<file path="src/rtl/i2c_seq_pkg.sv">
`default_nettype none
// ============================================================================
// Module      : i2c_seq_pkg
// Description : Shared types and constants for the I2C transfer sequencer:
//               FSM state encoding, request-length width helper and default
//               divider / timeout values.
// Revision    : 1.0 - initial release
// ============================================================================
package i2c_seq_pkg;

    // Sequencer states; explicit 4-bit encoding
    typedef enum logic [3:0] {
        ST_IDLE      = 4'd0,
        ST_START     = 4'd1,
        ST_ADDR      = 4'd2,
        ST_TX_LOAD   = 4'd3,
        ST_TX_WAIT   = 4'd4,
        ST_RX_WAIT   = 4'd5,
        ST_STOP      = 4'd6,
        ST_STOP_WAIT = 4'd7,
        ST_FIN       = 4'd8
    } seq_state_e;

    localparam logic [7:0]  CNT_SET_DEFAULT = 8'hFA;
    localparam logic [15:0] TIMEOUT_DEFAULT = 16'd50000;
    localparam logic [6:0]  ADR_RESET       = 7'h5A;

    // Bits needed to hold a byte count of 0..max_len
    function automatic int len_width(input int max_len);
        return (max_len < 1) ? 1 : $clog2(max_len + 1);
    endfunction

endpackage
`default_nettype wire

</file>
<file path="src/rtl/i2c_seq_timer.sv">
`default_nettype none
// ============================================================================
// Module      : i2c_seq_timer
// Description : Clearable 16-bit saturating cycle counter. 'hit' flags the
//               LIMIT-th enabled cycle since the last clear.
// Revision    : 1.0 - initial release
// ============================================================================
module i2c_seq_timer
    import i2c_seq_pkg::*;
#(
    parameter logic [15:0] LIMIT = TIMEOUT_DEFAULT
) (
    input  logic HCLK,
    input  logic HRESETn,
    input  logic clr,
    input  logic en,
    output logic hit
);

    logic [15:0] cnt_q;
    logic [15:0] cnt_d;

    // Next count: clear wins, otherwise count up and stick at all-ones
    always_comb begin
        cnt_d = cnt_q;
        if (clr) begin
            cnt_d = '0;
        end else if (en && (cnt_q != 16'hFFFF)) begin
            cnt_d = cnt_q + 16'd1;
        end
    end

    // Counter register with synchronous active-low reset
    always_ff @(posedge HCLK) begin
        if (!HRESETn) begin
            cnt_q <= '0;
        end else begin
            cnt_q <= cnt_d;
        end
    end

    // Count starts at 0 in the first cycle, so LIMIT-1 marks the LIMIT-th cycle
    assign hit = en && (cnt_q >= (LIMIT - 16'd1));

endmodule
`default_nettype wire

</file>
<file path="src/rtl/i2c_xfer_sequencer.sv">
`default_nettype none
// ============================================================================
// Module      : i2c_xfer_sequencer
// Description : Runs a complete I2C master transfer (start, address, N data
//               bytes, stop) against the I2C core strobes, streams write bytes
//               in and read bytes out, and reports done / NACK / timeout.
// Revision    : 1.0 - initial release
// ============================================================================
module i2c_xfer_sequencer
    import i2c_seq_pkg::*;
#(
    parameter  int          MAX_LEN = 8,
    parameter  logic [7:0]  CNT_SET = CNT_SET_DEFAULT,
    parameter  logic [15:0] TIMEOUT = TIMEOUT_DEFAULT,
    localparam int          LW      = len_width(MAX_LEN)
) (
    input  logic          HCLK,
    input  logic          HRESETn,
    // request channel
    input  logic          req_valid,
    output logic          req_ready,
    input  logic          req_rd,
    input  logic [6:0]    req_addr,
    input  logic [LW-1:0] req_len,
    // write data stream
    input  logic          wdata_valid,
    input  logic [7:0]    wdata,
    output logic          wdata_ready,
    // read data stream
    output logic          rdata_valid,
    output logic [7:0]    rdata,
    // completion
    output logic          done,
    output logic          err_nack,
    output logic          err_tmo,
    output logic          busy,
    // core control
    output logic          i2c_start,
    output logic          i2c_stop,
    output logic [6:0]    i2c_adr_r,
    output logic          i2c_wr_r,
    output logic [7:0]    cnt_set,
    output logic          tx_en,
    output logic [7:0]    tx_data,
    // core status
    input  logic          sigbyte_finishf,
    input  logic          i2c_nackf_set,
    input  logic          i2c_rxbf_set,
    input  logic [7:0]    rx_buf,
    input  logic          stop_f
);

    localparam logic [LW-1:0] MAX_LEN_W = LW'(MAX_LEN);

    seq_state_e    state_q, state_d;
    logic [6:0]    addr_q, addr_d;
    logic          rd_q, rd_d;
    logic [LW-1:0] len_q, len_d;
    logic [LW-1:0] byte_cnt_q, byte_cnt_d;
    logic [LW-1:0] byte_cnt_inc;
    logic          nack_flag_q, nack_flag_d;
    logic          tmo_flag_q, tmo_flag_d;
    logic          nack_pend_q, nack_pend_d;
    logic          fin_q, fin_d;
    logic [7:0]    tx_data_q, tx_data_d;
    logic [7:0]    rdata_q, rdata_d;
    logic          tx_en_q, tx_en_d;
    logic          wdata_ready_q, wdata_ready_d;
    logic          rdata_valid_q, rdata_valid_d;
    logic          req_ready_q, req_ready_d;
    logic          busy_q, busy_d;
    logic          i2c_start_q, i2c_start_d;
    logic          i2c_stop_q, i2c_stop_d;
    logic          done_q, done_d;
    logic          err_nack_q, err_nack_d;
    logic          err_tmo_q, err_tmo_d;

    logic          fin_rise;
    logic          nack_now;
    logic          tmo_hit;
    logic          timer_clr;
    logic          timer_en;

    // Byte-complete is a level from the core; only its rising edge counts
    assign fin_d    = sigbyte_finishf;
    assign fin_rise = sigbyte_finishf & ~fin_q;

    // A NACK pulse may land a little before the byte-complete edge, so it is held
    assign nack_now = i2c_nackf_set | nack_pend_q;

    assign byte_cnt_inc = byte_cnt_q + LW'(1);

    // Per-state timeout: restarts on every state change, runs only in wait states
    assign timer_clr = (state_d != state_q);
    assign timer_en  = (state_q == ST_ADDR)    || (state_q == ST_TX_LOAD) ||
                       (state_q == ST_TX_WAIT) || (state_q == ST_RX_WAIT) ||
                       (state_q == ST_STOP_WAIT);

    i2c_seq_timer #(
        .LIMIT   (TIMEOUT)
    ) u_timer (
        .HCLK    (HCLK),
        .HRESETn (HRESETn),
        .clr     (timer_clr),
        .en      (timer_en),
        .hit     (tmo_hit)
    );

    // Next-state, datapath and registered-output computation
    always_comb begin
        state_d       = state_q;
        addr_d        = addr_q;
        rd_d          = rd_q;
        len_d         = len_q;
        byte_cnt_d    = byte_cnt_q;
        nack_flag_d   = nack_flag_q;
        tmo_flag_d    = tmo_flag_q;
        nack_pend_d   = nack_pend_q;
        tx_data_d     = tx_data_q;
        rdata_d       = rdata_q;
        tx_en_d       = 1'b0;
        wdata_ready_d = 1'b0;
        rdata_valid_d = 1'b0;

        case (state_q)
            ST_IDLE: begin
                if (req_valid) begin
                    addr_d      = req_addr;
                    rd_d        = req_rd;
                    len_d       = (req_len > MAX_LEN_W) ? MAX_LEN_W : req_len;
                    byte_cnt_d  = '0;
                    nack_flag_d = 1'b0;
                    tmo_flag_d  = 1'b0;
                    state_d     = ST_START;
                end
            end
            ST_START: begin
                state_d = ST_ADDR;
            end
            ST_ADDR: begin
                if (fin_rise) begin
                    if (nack_now) begin
                        nack_flag_d = 1'b1;
                        state_d     = ST_STOP;
                    end else if (len_q == '0) begin
                        state_d = ST_STOP;
                    end else if (rd_q) begin
                        state_d = ST_RX_WAIT;
                    end else begin
                        state_d = ST_TX_LOAD;
                    end
                end else if (tmo_hit) begin
                    tmo_flag_d = 1'b1;
                    state_d    = ST_STOP;
                end
            end
            ST_TX_LOAD: begin
                if (wdata_valid) begin
                    wdata_ready_d = 1'b1;
                    tx_en_d       = 1'b1;
                    tx_data_d     = wdata;
                    state_d       = ST_TX_WAIT;
                end else if (tmo_hit) begin
                    tmo_flag_d = 1'b1;
                    state_d    = ST_STOP;
                end
            end
            ST_TX_WAIT: begin
                if (fin_rise) begin
                    // The byte went out either way, so count it before judging the ACK
                    byte_cnt_d = byte_cnt_inc;
                    if (nack_now) begin
                        nack_flag_d = 1'b1;
                        state_d     = ST_STOP;
                    end else if (byte_cnt_inc == len_q) begin
                        state_d = ST_STOP;
                    end else begin
                        state_d = ST_TX_LOAD;
                    end
                end else if (tmo_hit) begin
                    tmo_flag_d = 1'b1;
                    state_d    = ST_STOP;
                end
            end
            ST_RX_WAIT: begin
                if (i2c_rxbf_set) begin
                    rdata_valid_d = 1'b1;
                    rdata_d       = rx_buf;
                    byte_cnt_d    = byte_cnt_inc;
                    if (byte_cnt_inc == len_q) begin
                        state_d = ST_STOP;
                    end
                end else if (tmo_hit) begin
                    tmo_flag_d = 1'b1;
                    state_d    = ST_STOP;
                end
            end
            ST_STOP: begin
                state_d = ST_STOP_WAIT;
            end
            ST_STOP_WAIT: begin
                if (stop_f) begin
                    state_d = ST_FIN;
                end else if (tmo_hit) begin
                    tmo_flag_d = 1'b1;
                    state_d    = ST_FIN;
                end
            end
            ST_FIN: begin
                state_d = ST_IDLE;
            end
            default: begin
                state_d = ST_IDLE;
            end
        endcase

        // Pending NACK lives only within the ADDR / TX_WAIT state that saw it
        if (state_d != state_q) begin
            nack_pend_d = 1'b0;
        end else if (i2c_nackf_set &&
                     ((state_q == ST_ADDR) || (state_q == ST_TX_WAIT))) begin
            nack_pend_d = 1'b1;
        end

        // Outputs are registered views of the state being entered
        req_ready_d = (state_d == ST_IDLE);
        busy_d      = (state_d != ST_IDLE);
        i2c_start_d = (state_d == ST_START);
        i2c_stop_d  = (state_d == ST_STOP) || (state_d == ST_STOP_WAIT);
        done_d      = (state_d == ST_FIN);
        err_nack_d  = (state_d == ST_FIN) && nack_flag_d;
        err_tmo_d   = (state_d == ST_FIN) && tmo_flag_d;
    end

    // Sequencer state and registered outputs, synchronous active-low reset
    always_ff @(posedge HCLK) begin
        if (!HRESETn) begin
            state_q       <= ST_IDLE;
            addr_q        <= ADR_RESET;
            rd_q          <= 1'b1;
            len_q         <= '0;
            byte_cnt_q    <= '0;
            nack_flag_q   <= 1'b0;
            tmo_flag_q    <= 1'b0;
            nack_pend_q   <= 1'b0;
            fin_q         <= 1'b0;
            tx_data_q     <= '0;
            rdata_q       <= '0;
            tx_en_q       <= 1'b0;
            wdata_ready_q <= 1'b0;
            rdata_valid_q <= 1'b0;
            req_ready_q   <= 1'b1;
            busy_q        <= 1'b0;
            i2c_start_q   <= 1'b0;
            i2c_stop_q    <= 1'b0;
            done_q        <= 1'b0;
            err_nack_q    <= 1'b0;
            err_tmo_q     <= 1'b0;
        end else begin
            state_q       <= state_d;
            addr_q        <= addr_d;
            rd_q          <= rd_d;
            len_q         <= len_d;
            byte_cnt_q    <= byte_cnt_d;
            nack_flag_q   <= nack_flag_d;
            tmo_flag_q    <= tmo_flag_d;
            nack_pend_q   <= nack_pend_d;
            fin_q         <= fin_d;
            tx_data_q     <= tx_data_d;
            rdata_q       <= rdata_d;
            tx_en_q       <= tx_en_d;
            wdata_ready_q <= wdata_ready_d;
            rdata_valid_q <= rdata_valid_d;
            req_ready_q   <= req_ready_d;
            busy_q        <= busy_d;
            i2c_start_q   <= i2c_start_d;
            i2c_stop_q    <= i2c_stop_d;
            done_q        <= done_d;
            err_nack_q    <= err_nack_d;
            err_tmo_q     <= err_tmo_d;
        end
    end

    assign req_ready   = req_ready_q;
    assign busy        = busy_q;
    assign wdata_ready = wdata_ready_q;
    assign rdata_valid = rdata_valid_q;
    assign rdata       = rdata_q;
    assign done        = done_q;
    assign err_nack    = err_nack_q;
    assign err_tmo     = err_tmo_q;
    assign i2c_start   = i2c_start_q;
    assign i2c_stop    = i2c_stop_q;
    assign i2c_adr_r   = addr_q;
    assign i2c_wr_r    = rd_q;
    assign cnt_set     = CNT_SET;
    assign tx_en       = tx_en_q;
    assign tx_data     = tx_data_q;

endmodule
`default_nettype wire

</file>
<file path="config.mk">
export PLATFORM = sky130hd
export DESIGN_NAME = i2c_xfer_sequencer
export DESIGN_NICKNAME = d
export VERILOG_FILES = /design/src/rtl/i2c_seq_pkg.sv /design/src/rtl/i2c_seq_timer.sv /design/src/rtl/i2c_xfer_sequencer.sv
export SDC_FILE = /design/constraint.sdc
export NUM_CORES = 1
export LEC_CHECK = 0
export ABC_AREA = 1
export CORE_MARGIN = 5
export CORE_UTILIZATION = 45
export CTS_BUF_LIST = sky130_fd_sc_hd__clkbuf_4
export CTS_CLUSTER_DIAMETER = 150
export DETAILED_ROUTE_END_ITERATION = 8
export MAX_ROUTING_LAYER = met4
export PLACE_DENSITY = 0.82
export SETUP_SLACK_MARGIN = 0.02
export SLEW_MARGIN = 0
export SYNTH_ARGS = -nofsm -noshare
export SYNTH_HDL_FRONTEND = slang
export SYNTH_HIERARCHICAL = 1
export SYNTH_SLANG_ARGS = --single-unit
</file>
<file path="constraint.sdc">
create_clock -name HCLK -period 3.2 [get_ports HCLK]
set_clock_uncertainty 0.15 [all_clocks]
set_input_delay 0.64 -clock HCLK [delete_from_list [all_inputs] [get_ports HCLK]]
set_output_delay 0.64 -clock HCLK [all_outputs]
set_load 0.02 [all_outputs]
</file>
# Word-level counts from Yosys, hierarchy flattened

Index checks and enable logic that the tools add are counted.

Register bits: 65
Bits of input ports: 36
Logic and storage cells: 103

Add/sub/neg operators: 2
$lt $le $gt $ge: 2
Eq/ne operators: 17
Mux-type cells: 33
Reduce and logical (&&, ||, !) cells: 24
Bitwise operators: 4

Operators with widths:

| kind                                                                   | count |
|---|---|
| 4-bit 2-to-1 mux                                                       | 13 |
| 4-bit case mux with 8 select lines                                     | 1 |
| 4-bit by 3-bit equality test with 1-bit output (second input constant) | 6 |
| 16-bit by 1-bit adder with 16-bit output (second input constant)       | 1 |
| 16-bit greater-or-equal comparator (second input constant)             | 1 |
| 16-bit inequality test (second input constant)                         | 1 |
| 3-bit 2-to-1 mux                                                       | 5 |
| 4-bit zero test                                                        | 3 |
| 4-bit case mux with 3 select lines                                     | 1 |
| 1-bit 2-to-1 mux                                                       | 11 |
| 2-bit AND reduction                                                    | 5 |
| 4-bit by 1-bit equality test with 1-bit output (second input constant) | 2 |
| 4-bit by 2-bit equality test with 1-bit output (second input constant) | 2 |
| 1-bit logical OR                                                       | 6 |
| 2-bit inequality test (second input constant)                          | 3 |
| 1-bit logical AND                                                      | 5 |
| 1-bit case mux with 5 select lines                                     | 1 |
| 4-bit by 1-bit adder with 4-bit output (second input constant)         | 1 |
| 4-bit equality test                                                    | 1 |
| 4-bit equality test (second input constant)                            | 1 |
| 4-bit > comparator (second input constant)                             | 1 |
| 4-bit inequality test                                                  | 1 |
| 4-bit AND reduction                                                    | 1 |
| 4-bit nonzero test                                                     | 1 |
| other kinds (6)                                                        | 8 |

# Logic depth before layout (Yosys ltp)

Gate-level depths: netlist of the first run.

Depth in word-level cells: 11
Depth in mapped cells: 22

# Modules after synthesis

The synthesis of the first run kept the hierarchy.

Modules (own cells, without submodules):

| module             | cells an instance | seq. area each (µm²) | area each (µm²) | times used |
|---|---|---|---|---|
| i2c_xfer_sequencer | 331               | 980.9                | 2,298.5         | 1 |
| i2c_seq_timer      | 153               | 320.3                | 982.2           | 1 |

# Worst setup path before layout of the first run

OpenSTA, ideal clock, no wires.

Path kind: register to register
Start point: register state_q[2]
End point: register u_timer.cnt_q[13]
Clock period less this slack: 3.031 ns
Library setup time: 0.064 ns
Slack: 0.169 ns
Path buffers: 1
Data arrival time: 2.817 ns
Required time: 2.986 ns
Cell stages (with the launch flop): 22
Cells stage by stage: dfxtp_1 -> inv_1 -> nor2_1 -> nand2_2 -> inv_1 -> nor2_1 -> o211ai_1 -> nand3_1 -> a21oi_1 -> nor2_1 -> nor2_2 -> o21ai_1 -> nor2_1 -> nand3_1 -> nor2_4 -> nor2_2 -> nor2_2 -> nand3_2 -> nor2_1 -> clkbuf_8 -> nand2_1 -> nor2_1

Word-level cells in the longest chain between the ends: 11
Elaborated cells between the ends (all ways): 26
Those cells by class: eq/ne: 8; mux: 10; reduce/logical: 8

Ends and longest elaborated chain:

| element                                           | line                      | text |
|---|---|---|
| from (decl)                                       | i2c_xfer_sequencer.sv:55  | `seq_state_e state_q, state_d;` |
| from (signal assigned)                            | i2c_xfer_sequencer.sv:260 | `state_q <= state_d;` |
| 4-bit by 2-bit equality test with 1-bit output    | i2c_xfer_sequencer.sv:95  | `assign timer_en = (state_q == ST_ADDR) \|\| (state_q == ST_TX_LOAD) \|\|` |
| 1-bit logical OR (2 in series)                    | i2c_xfer_sequencer.sv:95  |  |
| 1-bit logical OR                                  | i2c_xfer_sequencer.sv:96  | `(state_q == ST_TX_WAIT) \|\| (state_q == ST_RX_WAIT) \|\|` |
| 1-bit logical OR *                                | i2c_xfer_sequencer.sv:96  |  |
| named net timer_en                                | i2c_xfer_sequencer.sv:82  | `logic timer_en;` |
| 1-bit logical AND *                               | i2c_seq_timer.sv:43       | `assign hit = en && (cnt_q >= (LIMIT - 16'd1));` |
| named net tmo_hit                                 | i2c_xfer_sequencer.sv:80  | `logic tmo_hit;` |
| 4-bit 2-to-1 mux (on tied branches) (2 in series) | -                         |  |
| 4-bit case mux with 8 select lines *              | i2c_xfer_sequencer.sv:125 | `case (state_q)` |
| 4-bit inequality test *                           | i2c_xfer_sequencer.sv:94  | `assign timer_clr = (state_d != state_q);` |
| named net timer_clr                               | i2c_xfer_sequencer.sv:81  | `logic timer_clr;` |
| 2-bit OR reduction (no line) *                    | -                         |  |
| to (signal assigned)                              | i2c_seq_timer.sv:38       | `cnt_q <= cnt_d;` |
| to (decl)                                         | i2c_seq_timer.sv:20       | `logic [15:0] cnt_q;` |

The timed path passes the listed nets; every way through them passes the cells marked *.
A chain may end at the register's enable or synchronous reset.

# Final worst setup path of the first run

Start point: register state_q[1]
End point: register u_timer.cnt_q[7]

Same word-level chain as after synthesis.

==> metrics.txt, run 1 <==
Post-synth EDFFs 0; Period minus WS final 2.876 ns; Worst IR Drop VDD 0.3616 mV; drt wl/cell 12.80 um; status finished, final reports clean; # IOs 78; Post-CTS Hold Buffers 0; footprint of the multi-input gates 1695 sq um; clk_lat worst skew 0.41 ns; adder-cell share of the synthesized area 0.7628%; Die W 95.39 um; Sequential Area 1309 sq um; Avg Inst Size Synth 6.778 sq um; post-route setup slack 0.3239 ns; ranking of synthesized cells by area dfxtp_1, nand2_1, nor2_1; Reg clk slew, reported paths 0.12 ns; GPL Wtd Cong 0.9854; Die Area 9098 sq um; antenna violations before repair 0; Worst Path Arrival 3.07 ns; CTS tree yes; fraction of registers with async set or reset after synthesis 0%; largest net degree at the start of global routing 23; H-tree depth 3; largest family of logic cells by synthesized area simple AND/OR/NAND/NOR gates; commonest non-fill, non-tap cells in the layout nand2_1, nor2_1, clkdlybuf4s50_1; crit end category register; DR DRC count 0; slowest CP cell dfxtp_2; leading area contributor after synthesis dfxtp_1; most used cell, CP nor2_1; Slew @ Worst Pin 0.7087 ns; Yosys top cell area share 39.66%; reg2reg path depth 19; Cell Rows 31; Slew Limit Fails 0; Max Fclk 347.7 MHz; synth-to-layout area growth 28.95%; MaxCap Viol Count 0; WL final 8.512 mm; post-synthesis cell count 484; first-pass GRT wire length 13.97 mm; layout cells sized above 1 12.19%; vias in the first global route 3189; Synth Register Bits 65; cell breakdown of the critical path nand2_1 > nor2_4 > nor2_1 > o211ai_1 > nand3_1 > a21oi_2 > nor2_1 > nor2_2 > o21ai_1 > nor2_1 > nand3_1 > nor2_4 > nor2_2 > nor2_2 > nand3_2 > nor2_4 > buf_4 > nand2_1 > nor2_1; CTS Buf Count 9; dpl ws 0.1222 ns; post-DP HPWL 6.377 mm; yosys warns 6; Starting Density 45.72%; Final ANT Viol Nets 0; Critical Path Stages 19; type of origin of the critical path register; First-pass DRT Iterations 4; CP delay by family, top simple AND/OR/NAND/NOR gates; worst-path maximum fanout 9; DR vias 3230; vias per cell 4.857; RSZ-0062 raised after global routing no; post-synthesis sequential area ratio 39.66%; port bufs 69; WHS Path Cells 2; synthesized area 3281 sq um; HP Class reg2reg; Power Dens Cells 446.9 nW/um^2; simple-gate area share of the yosys netlist 38.18%; DRC violation total after the first TritonRoute iteration 245; # clock sinks 65; Largest stage delay, worst path 0.45 ns; required time worst endpoint 3.40 ns; clk root buf clkbuf_4; relative slew slack 52.70%; endpoints failing setup 0; Nets 599; commonest non-fill, non-tap cell in the layout nand2_1; WS Path Type reg2reg; Post-Synth XOR/XNOR Area 0.8009%; portion of netlist area occupied by mux cells 0%; setup_tns 0 ns; Final Hold Viols 0; Buf+Inv Stages, Crit Path 1; FILL cells 672; Hold Slack 0.3251 ns; grt total ovfl 0; CTS max path bufs 2; total track usage 20.13%; ys flop type dfxtp_1; count of cell types in the netlist 38; leakage 1.738 nW; # diodes 0; crit share post-route 89.88%; core area 7176 sq um; Synth Area in Compound Gates 10.37%; Die Height 95.39 um
-- repair_timing --
| action | 4_1_cts | 5_1_grt |
|---|---|---|
| buffers inserted | 0 | 3 |
| endpoints found under the setup margin | 0 | 16 |
| gates resized for setup | 0 | 14 |
-- worst register-to-register path, cell delays in order (launching register included) --
cell and delay (ns):
dfxtp_2 0.45, nand2_1 0.14, nor2_4 0.21, nor2_1 0.09, o211ai_1 0.13, nand3_1 0.13, a21oi_2 0.14, nor2_1 0.08
nor2_2 0.12, o21ai_1 0.07, nor2_1 0.11, nand3_1 0.12, nor2_4 0.16, nor2_2 0.04, nor2_2 0.11, nand3_2 0.11
nor2_4 0.14, buf_4 0.18, nand2_1 0.06, nor2_1 0.08
-- state kept, by name, summed over array words and instances, names as in the netlist, 4 cells and up --
signal / cells
state_q: 4
u_timer/cnt_q: 16
len_q: 4
i2c_adr_r: 7
tx_data: 8
byte_cnt_q: 4
rdata: 8
-- kinds of logic (layout without fill, tap and decap cells) --
logic type                 count (synthesis)  in the layout
adders and majority gates                  2              2
buffers and inverters                     69            145
and+or+nand+nor                          282            282
DFF                                       65             65
AOI/OAI and AO/OA                         61             61
xor gates and xnor gates                   3              3
other                                      2              8
-- final timing paths --
kind / from / endpoint / slack (ns)
max: state_q[1] / u_timer/cnt_q[7] / 0.32
min: rdata[5] / rdata[5] / 0.33
max reg2reg: state_q[1] / u_timer/cnt_q[7] / 0.32
min reg2reg: rdata[5] / rdata[5] / 0.33
-- final cells by class --
class	instances	share of cell area [%]
timing repair buffer	81	18.54
clock buffer	9	1.597
multi-input combinational	356	40.08
clock inverter	7	1.656
sequential	65	30.94
inverter	48	4.259
tap	99	2.928
-- power by group --
| group | leakage [nW] | internal (mW) | switching (mW) |
|---|---|---|---|
| logic | 1.14 | 0.196 | 0.263 |
| registers | 0.530 | 0.852 | 0.0361 |
| clock network | 0.0676 | 0.237 | 0.307 |
-- stage by stage --
stage | util, % | cells | power, mW | instance area (sq um)
after CTS | 58.08 | 661 | 1.881 | 4168
final | 58.95 | 665 | 1.890 | 4230
after global placement | 56.16 | 645 | 1.321 | 4030
after detailed placement | 56.16 | 645 | 1.329 | 4030
after floorplan | - | 490 | 1.182 | 3303
after global routing | 58.95 | 665 | 2.011 | 4230
-- synthesized netlist by cell type (3+ instances only) --
| cell type | count |
|---|---|
| nand2_1 | 109 |
| nor3_1 | 4 |
| nand2_2 | 6 |
| nand3_1 | 34 |
| buf_4 | 9 |
| nand4_1 | 6 |
| o21ai_0 | 18 |
| a21oi_1 | 28 |
| clkbuf_1 | 6 |
| nor2_2 | 12 |
| o21ai_1 | 3 |
| buf_6 | 3 |
| dfxtp_1 | 65 |
| inv_1 | 40 |
| nor2_4 | 5 |
| nor4_1 | 3 |
| inv_2 | 6 |
| nor2_1 | 97 |
-- routing by layer --
| metal | vias up | GRT usage (%) | share of wire, % |
|---|---|---|---|
| met4 | 0 | 8.175 | 2.3 |
| met1 | 1425 | 21.70 | 42 |
| met2 | 108 | 34.46 | 49 |
| li1 | 1677 | - | - |
| met3 | 20 | 6.156 | 6.6 |
| met5 | - | - | 0 |
Power figures use the tool's default switching activity.
==> run 2: changes to the inputs <==
--- a/config.mk
+++ b/config.mk
@@ -11,6 +11,7 @@
 export CTS_BUF_LIST = sky130_fd_sc_hd__clkbuf_4
 export CTS_CLUSTER_DIAMETER = 150
 export DETAILED_ROUTE_END_ITERATION = 8
+export GPL_TIMING_DRIVEN = 0
 export MAX_ROUTING_LAYER = met4
 export PLACE_DENSITY = 0.82
 export SETUP_SLACK_MARGIN = 0.02
==> metrics.txt, run 2 (same netlist as run 1, synthesis figures left out) <==
status finished, final reports clean; commonest non-fill, non-tap cells in the layout nand2_1, nor2_1, clkdlybuf4s50_1; cell breakdown of the critical path buf_6 > nor2_1 > nand2_2 > inv_2 > nor2_1 > o211ai_1 > nand3_1 > a21oi_4 > nor2_1 > nor2_2 > o21ai_1 > nor2_1 > nand3_2 > nor2_4 > nor2_2 > nor2_2 > nand3_2 > nor2_4 > buf_4 > o21ai_0 > nor2_1; Cell Rows 31; Slew Limit Fails 0; RSZ-0062 raised after global routing no; Period minus WS final 2.906 ns; slowest CP cell dfxtp_1; largest net degree at the start of global routing 12; WL final 8.525 mm; layout cells sized above 1 14.38%; reg2reg path depth 21; fin util 60.51%; Buf+Inv Stages, Crit Path 3; Hold Slack 0.3245 ns; MaxCap Viol Count 0; H-tree depth 3; CTS Buf Count 9; FILL cells 694; WS Path Type reg2reg; Largest stage delay, worst path 0.33 ns; leakage 1.800 nW; dpl ws -0.5770 ns; DRC violation total after the first TritonRoute iteration 153; Finished Cell Area 4342 sq um; antenna violations before repair 0; metal2 WL 4.164 mm; footprint of the multi-input gates 1713 sq um; Power Dens Cells 422.4 nW/um^2; grt total ovfl 0; Largest Register u_timer/cnt_q; Worst Path Arrival 3.11 ns; Nets 617; Die Height 95.39 um; crit share post-route 90.81%; Starting Density 45.72%; Detail Route met3 WL 571 um; relative slew slack 61.98%; Final Hold Viols 0; GPL Wtd Cong 0.9559; total track usage 20.04%; worst-path maximum fanout 9; clk root buf clkbuf_4; Reg clk slew, reported paths 0.11 ns; vias per cell 4.918; Die Area 9098 sq um; clk_lat worst skew 0.42 ns; synth-to-layout area growth 32.34%; type of origin of the critical path register; M1 wire length 3.584 mm; max FFs per register 16; Final ANT Viol Nets 0; placed inst area 4118 sq um; commonest non-fill, non-tap cell in the layout nand2_1; vias in the first global route 3196; DR vias 3359; WHS Path Cells 2; Sequential Area 1308 sq um; DR DRC count 0; post-DP HPWL 6.404 mm; HP Class reg2reg; # diodes 0; # clock sinks 65; First-pass DRT Iterations 5; core area 7176 sq um; drt wl/cell 12.48 um; required time worst endpoint 3.41 ns; post-route setup slack 0.2942 ns; Die W 95.39 um; crit end category register; Critical Path Stages 21; Worst IR Drop VDD 0.2749 mV; Max Fclk 344.1 MHz; CTS max path bufs 2; CP delay by family, top simple AND/OR/NAND/NOR gates; most used cell, CP nor2_1; setup_tns 0 ns; # IOs 78; CTS tree yes; endpoints failing setup 0; uppermost routed layer met4; first-pass GRT wire length 13.99 mm; Slew @ Worst Pin 0.5702 ns; port bufs 69; Post-CTS Hold Buffers 0
-- run 2: report_power, final --
part	switching [mW]	total, mW	leakage, nW	internal (mW)
Clock	0.307	0.470	0.0636	0.163
Combinational	0.274	0.483	1.21	0.209
Sequential	0.0298	0.881	0.529	0.851
Total	0.611	1.83	1.80	1.22
-- run 2: timing repair --
item	4_1_cts	5_1_grt
buffers inserted	2	7
cloned	0	0
gates resized for setup	5	10
setup endpoints to repair	16	16
endpoints found under the hold margin	0	0
pin swaps	1	7
-- run 2: per-stage QoR --
stage | total power [mW] | instances
after detailed placement | 1.343 | 658
final | 1.834 | 683
after floorplan | 1.182 | 490
after global routing | 1.943 | 683
after CTS | 1.822 | 676
after global placement | 1.333 | 658
-- run 2: metal layers --
layer  track usage, %  vias up
met1            22.89     1517
met4            7.938        0
met5                -        -
met2            32.19      104
met3            7.024       22
li1                 -     1716
-- run 2: final cells by class --
cell class	count	area share (%)
tap	99	2.853
multi-input combinational	356	39.45
clock buffer	10	1.729
buffer	21	3.429
sequential	65	30.12
clock inverter	6	0.8069
timing repair buffer	78	17.46
inverter	48	4.150
-- run 2: final timing paths --
path / start / endpoint / slack (ns)
max: state_q[1] / u_timer/cnt_q[12] / 0.29
min reg2reg: rdata[5] / rdata[5] / 0.32
min: rdata[5] / rdata[5] / 0.32
max reg2reg: state_q[1] / u_timer/cnt_q[12] / 0.29
-- run 2: worst reg2reg max path: stages (launching register included) --
cell,delay (ns)
dfxtp_1,0.33
buf_6,0.14
nor2_1,0.12
nand2_2,0.09
inv_2,0.08
nor2_1,0.06
o211ai_1,0.14
nand3_1,0.17
a21oi_4,0.16
nor2_1,0.08
nor2_2,0.11
o21ai_1,0.07
nor2_1,0.12
nand3_2,0.10
nor2_4,0.15
nor2_2,0.05
nor2_2,0.12
nand3_2,0.11
nor2_4,0.19
buf_4,0.15
o21ai_0,0.08
nor2_1,0.09
==> run 3: changes to the inputs <==
==> constraint.sdc (replaced) <==
create_clock -name HCLK -period 3.2 [get_ports HCLK]
set_clock_uncertainty 0.15 [all_clocks]
set_input_delay 0.32 -clock HCLK [delete_from_list [all_inputs] [get_ports HCLK]]
set_output_delay 0.32 -clock HCLK [all_outputs]
set_load 0.02 [all_outputs]
==> results of run 3 <==
The final DEF is identical to that of run 2. Status: finished, final reports clean.
Main changes from that run: hold slack 0.3245 ns -> 0.2979 ns; end point of the worst hold path rdata[5] -> rdata[7]
